[config.mk]
export PLATFORM = sky130hd
export DESIGN_NAME = mc_sram_arbiter
export DESIGN_NICKNAME = d
export VERILOG_FILES = /design/src/rtl/mc_sram_arbiter.sv
export SDC_FILE = /design/constraint.sdc
export NUM_CORES = 1
export LEC_CHECK = 0
export ABC_AREA = 1
export BUFFER_PORTS_ARGS = -buffer_cell sky130_fd_sc_hd__buf_2
export CAP_MARGIN = 25
export CORE_MARGIN = 1
export CORE_UTILIZATION = 39
export DETAILED_ROUTE_END_ITERATION = 8
export GPL_ROUTABILITY_DRIVEN = 0
export PLACE_DENSITY = 0.77
export SLEW_MARGIN = 10
export SYNTH_ARGS = -nofsm -noshare
export SYNTH_HDL_FRONTEND = slang
export SYNTH_SLANG_ARGS = --single-unit
export TNS_END_PERCENT = 30
[constraint.sdc]
create_clock -name clock -period 1.8 [get_ports clock]
set_input_delay 0.09 -clock clock [delete_from_list [all_inputs] [get_ports clock]]
set_output_delay 0.09 -clock clock [all_outputs]
set_load 0.05 [all_outputs]
[src/rtl/mc_sram_arbiter.sv]
// Single-port SRAM arbiter: the MCU bus has priority, internal engines share the rest round-robin.
// Optional MC_SRAM_ARB_FAIRNESS_EN forces an internal grant after four MCU accesses while a request waits.
module mc_sram_arbiter #(
  parameter int MC_DATA_WIDTH = 16,
  parameter int MC_ADD_WIDTH  = 6,
  parameter int NUM_REQ       = 2
) (
  input  logic                             clock,
  input  logic                             reset,
  input  logic                             mc_ce,
  input  logic                             mc_oe,
  input  logic                             mc_we,
  input  logic [MC_ADD_WIDTH-1:0]          mc_add,
  input  logic [MC_DATA_WIDTH-1:0]         mc_din,
  output logic [MC_DATA_WIDTH-1:0]         mc_dout,
  output logic                             mc_data_oe,
  input  logic [NUM_REQ-1:0]               req,
  input  logic [NUM_REQ-1:0]               req_we,
  input  logic [NUM_REQ*MC_ADD_WIDTH-1:0]  req_add,
  input  logic [NUM_REQ*MC_DATA_WIDTH-1:0] req_wdata,
  output logic [NUM_REQ-1:0]               gnt,
  output logic [MC_DATA_WIDTH-1:0]         rdata,
  output logic                             ram_en,
  output logic                             ram_we,
  output logic [MC_ADD_WIDTH-1:0]          ram_add,
  output logic [MC_DATA_WIDTH-1:0]         ram_wdata,
  input  logic [MC_DATA_WIDTH-1:0]         ram_rdata
);

  localparam int PTR_W = (NUM_REQ > 1) ? $clog2(NUM_REQ) : 1;

  typedef enum logic [2:0] {
    S_IDLE, S_MC_ISSUE, S_MC_HOLD, S_INT_ISSUE, S_INT_DONE
  } state_t;

  state_t                   r_state, w_next;
  logic [PTR_W-1:0]         r_rr_ptr, r_sel, w_pick;
  logic                     r_mc_rd, r_int_rd, r_oe;
  logic [MC_DATA_WIDTH-1:0] r_dout, r_rdata;
  logic [NUM_REQ-1:0]       r_gnt, w_sel_oh;
  logic                     w_any_req, w_mc_wr, w_mc_rd, w_mc_acc, w_fair_force;
  logic                     w_take_mc, w_take_int;
  logic                     w_ram_en, w_ram_we;
  logic [MC_ADD_WIDTH-1:0]  w_ram_add;
  logic [MC_DATA_WIDTH-1:0] w_ram_wdata;

  // First set request bit at or above ptr, wrapping around.
  function automatic logic [PTR_W-1:0] rr_pick(input logic [NUM_REQ-1:0] r,
                                               input logic [PTR_W-1:0]   ptr);
    logic [PTR_W-1:0] sel;
    logic             found;
    int               idx;
    sel   = ptr;
    found = 1'b0;
    for (int k = 0; k < NUM_REQ; k++) begin
      idx = int'(ptr) + k;
      if (idx >= NUM_REQ) idx = idx - NUM_REQ;
      if (!found && r[idx]) begin
        sel   = PTR_W'(idx);
        found = 1'b1;
      end
    end
    return sel;
  endfunction

  assign w_any_req = |req;
  assign w_mc_wr   = ~mc_ce & ~mc_we &  mc_oe;
  assign w_mc_rd   = ~mc_ce &  mc_we & ~mc_oe;
  assign w_mc_acc  = w_mc_wr | w_mc_rd;
  assign w_pick    = rr_pick(req, r_rr_ptr);

  always_comb begin
    w_sel_oh = '0;
    for (int i = 0; i < NUM_REQ; i++) w_sel_oh[i] = (int'(r_sel) == i);
  end

`ifdef MC_SRAM_ARB_FAIRNESS_EN
  logic [2:0] r_fair_cnt;

  // Counts MCU completions that happened while an internal request was starving.
  always_ff @(posedge clock or posedge reset) begin
    if (reset) begin
      r_fair_cnt <= '0;
    end else if (!w_any_req || r_state == S_INT_DONE) begin
      r_fair_cnt <= '0;
    end else if (r_state == S_MC_HOLD && mc_ce && r_fair_cnt < 3'd4) begin
      r_fair_cnt <= r_fair_cnt + 3'd1;
    end
  end

  assign w_fair_force = (r_fair_cnt == 3'd4) && w_any_req;
`else
  assign w_fair_force = 1'b0;
`endif

  always_ff @(posedge clock or posedge reset) begin
    if (reset) r_state <= S_IDLE;
    else       r_state <= w_next;
  end

  // RAM strobes are combinational in IDLE so the SRAM captures on the accepting edge.
  always_comb begin
    w_next      = r_state;
    w_take_mc   = 1'b0;
    w_take_int  = 1'b0;
    w_ram_en    = 1'b0;
    w_ram_we    = 1'b0;
    w_ram_add   = '0;
    w_ram_wdata = '0;
    unique case (r_state)
      S_IDLE: begin
        if (!reset) begin
          if (w_mc_acc && !w_fair_force) begin
            w_take_mc   = 1'b1;
            w_ram_en    = 1'b1;
            w_ram_we    = ~mc_we;
            w_ram_add   = mc_add;
            w_ram_wdata = mc_din;
            w_next      = S_MC_ISSUE;
          end else if (w_any_req) begin
            w_take_int  = 1'b1;
            w_ram_en    = 1'b1;
            w_ram_we    = req_we[w_pick];
            w_ram_add   = req_add[int'(w_pick)*MC_ADD_WIDTH +: MC_ADD_WIDTH];
            w_ram_wdata = req_wdata[int'(w_pick)*MC_DATA_WIDTH +: MC_DATA_WIDTH];
            w_next      = S_INT_ISSUE;
          end
        end
      end
      S_MC_ISSUE:  w_next = S_MC_HOLD;
      S_MC_HOLD:   if (mc_ce) w_next = S_IDLE;
      S_INT_ISSUE: w_next = S_INT_DONE;
      S_INT_DONE:  w_next = S_IDLE;
      default:     w_next = S_IDLE;
    endcase
  end

  always_ff @(posedge clock or posedge reset) begin
    if (reset) begin
      r_rr_ptr <= '0;
      r_sel    <= '0;
      r_mc_rd  <= 1'b0;
      r_int_rd <= 1'b0;
      r_oe     <= 1'b0;
      r_dout   <= '0;
      r_gnt    <= '0;
      r_rdata  <= '0;
    end else begin
      r_gnt <= '0;
      if (w_take_mc) r_mc_rd <= w_mc_rd;
      if (w_take_int) begin
        r_sel    <= w_pick;
        r_int_rd <= ~req_we[w_pick];
      end
      unique case (r_state)
        S_MC_ISSUE: begin
          if (r_mc_rd) r_dout <= ram_rdata;
          r_oe <= r_mc_rd & w_mc_rd;
        end
        // Pad drive drops as soon as the read strobe is no longer valid.
        S_MC_HOLD:   r_oe <= r_oe & w_mc_rd;
        S_INT_ISSUE: begin
          r_gnt <= w_sel_oh;
          if (r_int_rd) r_rdata <= ram_rdata;
        end
        S_INT_DONE: begin
          if (int'(r_sel) >= NUM_REQ - 1) r_rr_ptr <= '0;
          else                            r_rr_ptr <= r_sel + PTR_W'(1);
        end
        default: ;
      endcase
    end
  end

  assign mc_dout    = r_dout;
  assign mc_data_oe = r_oe;
  assign gnt        = r_gnt;
  assign rdata      = r_rdata;
  assign ram_en     = w_ram_en;
  assign ram_we     = w_ram_we;
  assign ram_add    = w_ram_add;
  assign ram_wdata  = w_ram_wdata;

endmodule

==> results.cfg <==
[run_status]
status = finished with violations
violations = negative setup slack

[routing]
drtIter0Drc = 163
vias_per_cell = 4.603
vias = 2633
wl_mm = 7.230
drc = 0
drtAntennaViolNets = 0
wl_per_cell_um = 12.64
detail_route.first_pass.iterations = 4

[clock_network]
clkSinkCount = 42
path_clk_slew_ns = 0.07
tritoncts = yes
htreeDepth = 2
clk_latency_ns = 0.28
cts_buffers = 5
clockBufferDepth = 2
cts-root-buf = clkbuf_8

[power]
ir_drop_mv = 1.074
powerDensity_mw_per_mm2 = 1616
power.total_mw = 5.729
leakagePower_nw = 2.124

[floorplan]
start_util = 0.4165
ios = 150
dieHeight_um = 79.62
dieArea_sq_mm = 0.006339
std_cell_rows = 27
die_x_um = 79.62
core_sq_mm = 0.005642

[sta]
setup_viol = 2
worstMarginPinSlew_ns = 0.5446
grt_setup_unrepaired = true
drv_slew = 0
fin_crit_ns = 1.801
slew_headroom = 0.6369
finClkSkew_ns = 0.003267
period_share = 1.000
clock.fmax_mhz = 555.4
final-hold-violation-count = 0
setup_slack_ns = -0.0005581

[cells_and_area]
utilization = 0.6283
num_antenna_cells = 0
nets = 590
regArea_sq_mm = 0.001051
multi_input_comb_area_sq_mm = 0.001129
area_growth_pct = 50.85
layout-drive-gt1-share = 0.3960
fillCellCount = 539

[critical_path]
worstPathRequired_ns = 1.71
worstSetupPathType = reg -> out
path_buf_inv = 2
worst_setup_path_end_kind = output pin
path_max_fanout = 6
path_cells = nor2_2, nand3_2, inv_4, nand2_8, nor2_4, nand2_1, nand2_1, buf_6
max_stage_delay_ns = 0.41
critical_path_arrival_ns = 1.71
cpLargestDelayFamily = simple AND/OR/NAND/NOR gates
cp_slowest_cell = dfrtp_1
cp-start-kind = flip-flop
crit_top_cell = nand2_1

[flow_run]
drv_cap = 0

[global_routing]
grt_overflow = 0
antenna_found_initial = 0
first_global_vias = 2647
grt_pass1_wl_mm = 11.16
grt_util_all_layers = 0.2218
grt_max_degree = 44

[yosys]
ys_ff_latch = 42
synth_cell_type_count = 25
ys_seq_area_frac = 0.4473
syn_area_per_cell_sq_um = 6.891
syn_area_sq_mm = 0.002350
netlist.area_leader.share = 0.4473
ys_warn_count = 0
synthCells = 341
synthTopCellsByArea = dfrtp_1 (45%), nand2_1 (30%), inv_1 (5.1%)
synth_area_leader_cell = dfrtp_1
synth_nets = 432

[worst_hold_path]
hp-class = in -> async

[place]
port_buffers = 149
pre_cts_ws_ns = 0.1242
dpl.hpwl_mm = 5.119
[power breakdown]
part	switching (mW)	internal [mW]	total, mW
combinational	2.57	0.980	3.55
sequential	0.219	1.35	1.57
clock	0.301	0.308	0.609
[placed cells by master (no fill, tap or decap), drive strengths merged]
cell type and n:
o21ai 34, nand3b 1, o22ai 1, nor2 13, dfrtp 42, clkinv 1, inv 35, nand4 1
clkinvlp 2, nor3 1, nand3 9, buf 161, a21oi 1, nand2 191, clkbuf 7
[cells in the mapped netlist (all sizes together)]
cell and count:
dfrtp 42, o22ai 1, buf 11, a21oi 1
clkbuf 3, inv 35, nand3 9, nor3 1
nand4 1, nand3b 1, o21ai 34, nand2 191
nor2 10, clkinv 1
[registers in the layout (all words and copies together) (netlist names)]
name	flops
mc_dout	16
rdata	16
r_state	3
gnt	2
mc_data_oe	1
r_int_rd	1
r_mc_rd	1
r_rr_ptr	1
r_sel	1
[worst paths after layout]
kind	from	to	slack [ns]	cells after the start
worst max register to register	r_state[1]	r_int_rd	0.42	8
worst max-delay path	r_state[1]	ram_add[1]	-0.0006	8
worst min-delay path	reset	mc_dout[13]	0.001	3
min in group clock	ram_rdata[5]	rdata[5]	0.06	3
max in group asynchronous	reset	r_state[2]	1.42	3
worst min register to register	r_sel	gnt[0]	0.48	1
[worst register-to-register path, cell delays in order (launching register included)]
cell and delay (ns):
dfrtp_1 0.41, nor2_2 0.17, nand3_2 0.12, inv_4 0.11, nand2_8 0.09, nor2_4 0.20, buf_4 0.14, nand2_1 0.04
nand2_1 0.05
[what timing repair did]
item / 4_1_cts / 5_1_grt
pin swaps: 3 / 13
cloned: 3 / 1
gates resized for setup: 24 / 39
setup endpoints to repair: 22 / 23
hold buffers: 0 / 0
setup buffers: 2 / 3
endpoints found under the hold margin: 0 / 0
[kinds of logic after synthesis]
group | synth area share
AND/OR/NAND/NOR | 0.3695
buffers and inverters | 0.09638
flip-flops | 0.4473
AO/OA/AOI/OAI | 0.08680
[final cells by class]
cell class | instances | share of cell area
Inverter | 36 | 0.04271
Multi-Input combinational cell | 252 | 0.3184
Clock inverter | 2 | 0.003530
Timing Repair Buffer | 162 | 0.2902
Sequential cell | 42 | 0.2965
Tap cell | 72 | 0.02541
Clock buffer | 6 | 0.02330
[per-stage QoR]
step | instances | area (sq um) | hold WS, ns | setup TNS (ns)
4_1_cts | 568 | 3366 | 0.01934 | 0
6_report | 572 | 3545 | 0.001427 | -0.0006379
3_5_place_dp | 555 | 3164 | 0.3286 | 0
5_1_grt | 572 | 3545 | 0.04424 | -1.423
2_1_floorplan | 341 | 2354 | 0.09404 | 0
3_3_place_gp | 555 | 3164 | 0.3217 | 0
[layer usage]
metal | track usage | wire length (um) | part of all wire | up-vias
met5 | 0 | 0 | 0 | -
met4 | 0.06000 | 107 | 0.015 | 0
met3 | 0.03657 | 350 | 0.048 | 12
met2 | 0.4009 | 3764 | 0.52 | 85
met1 | 0.2693 | 3008 | 0.42 | 1183
li1 | - | - | - | 1353
(Power assumes the default switching activity.)
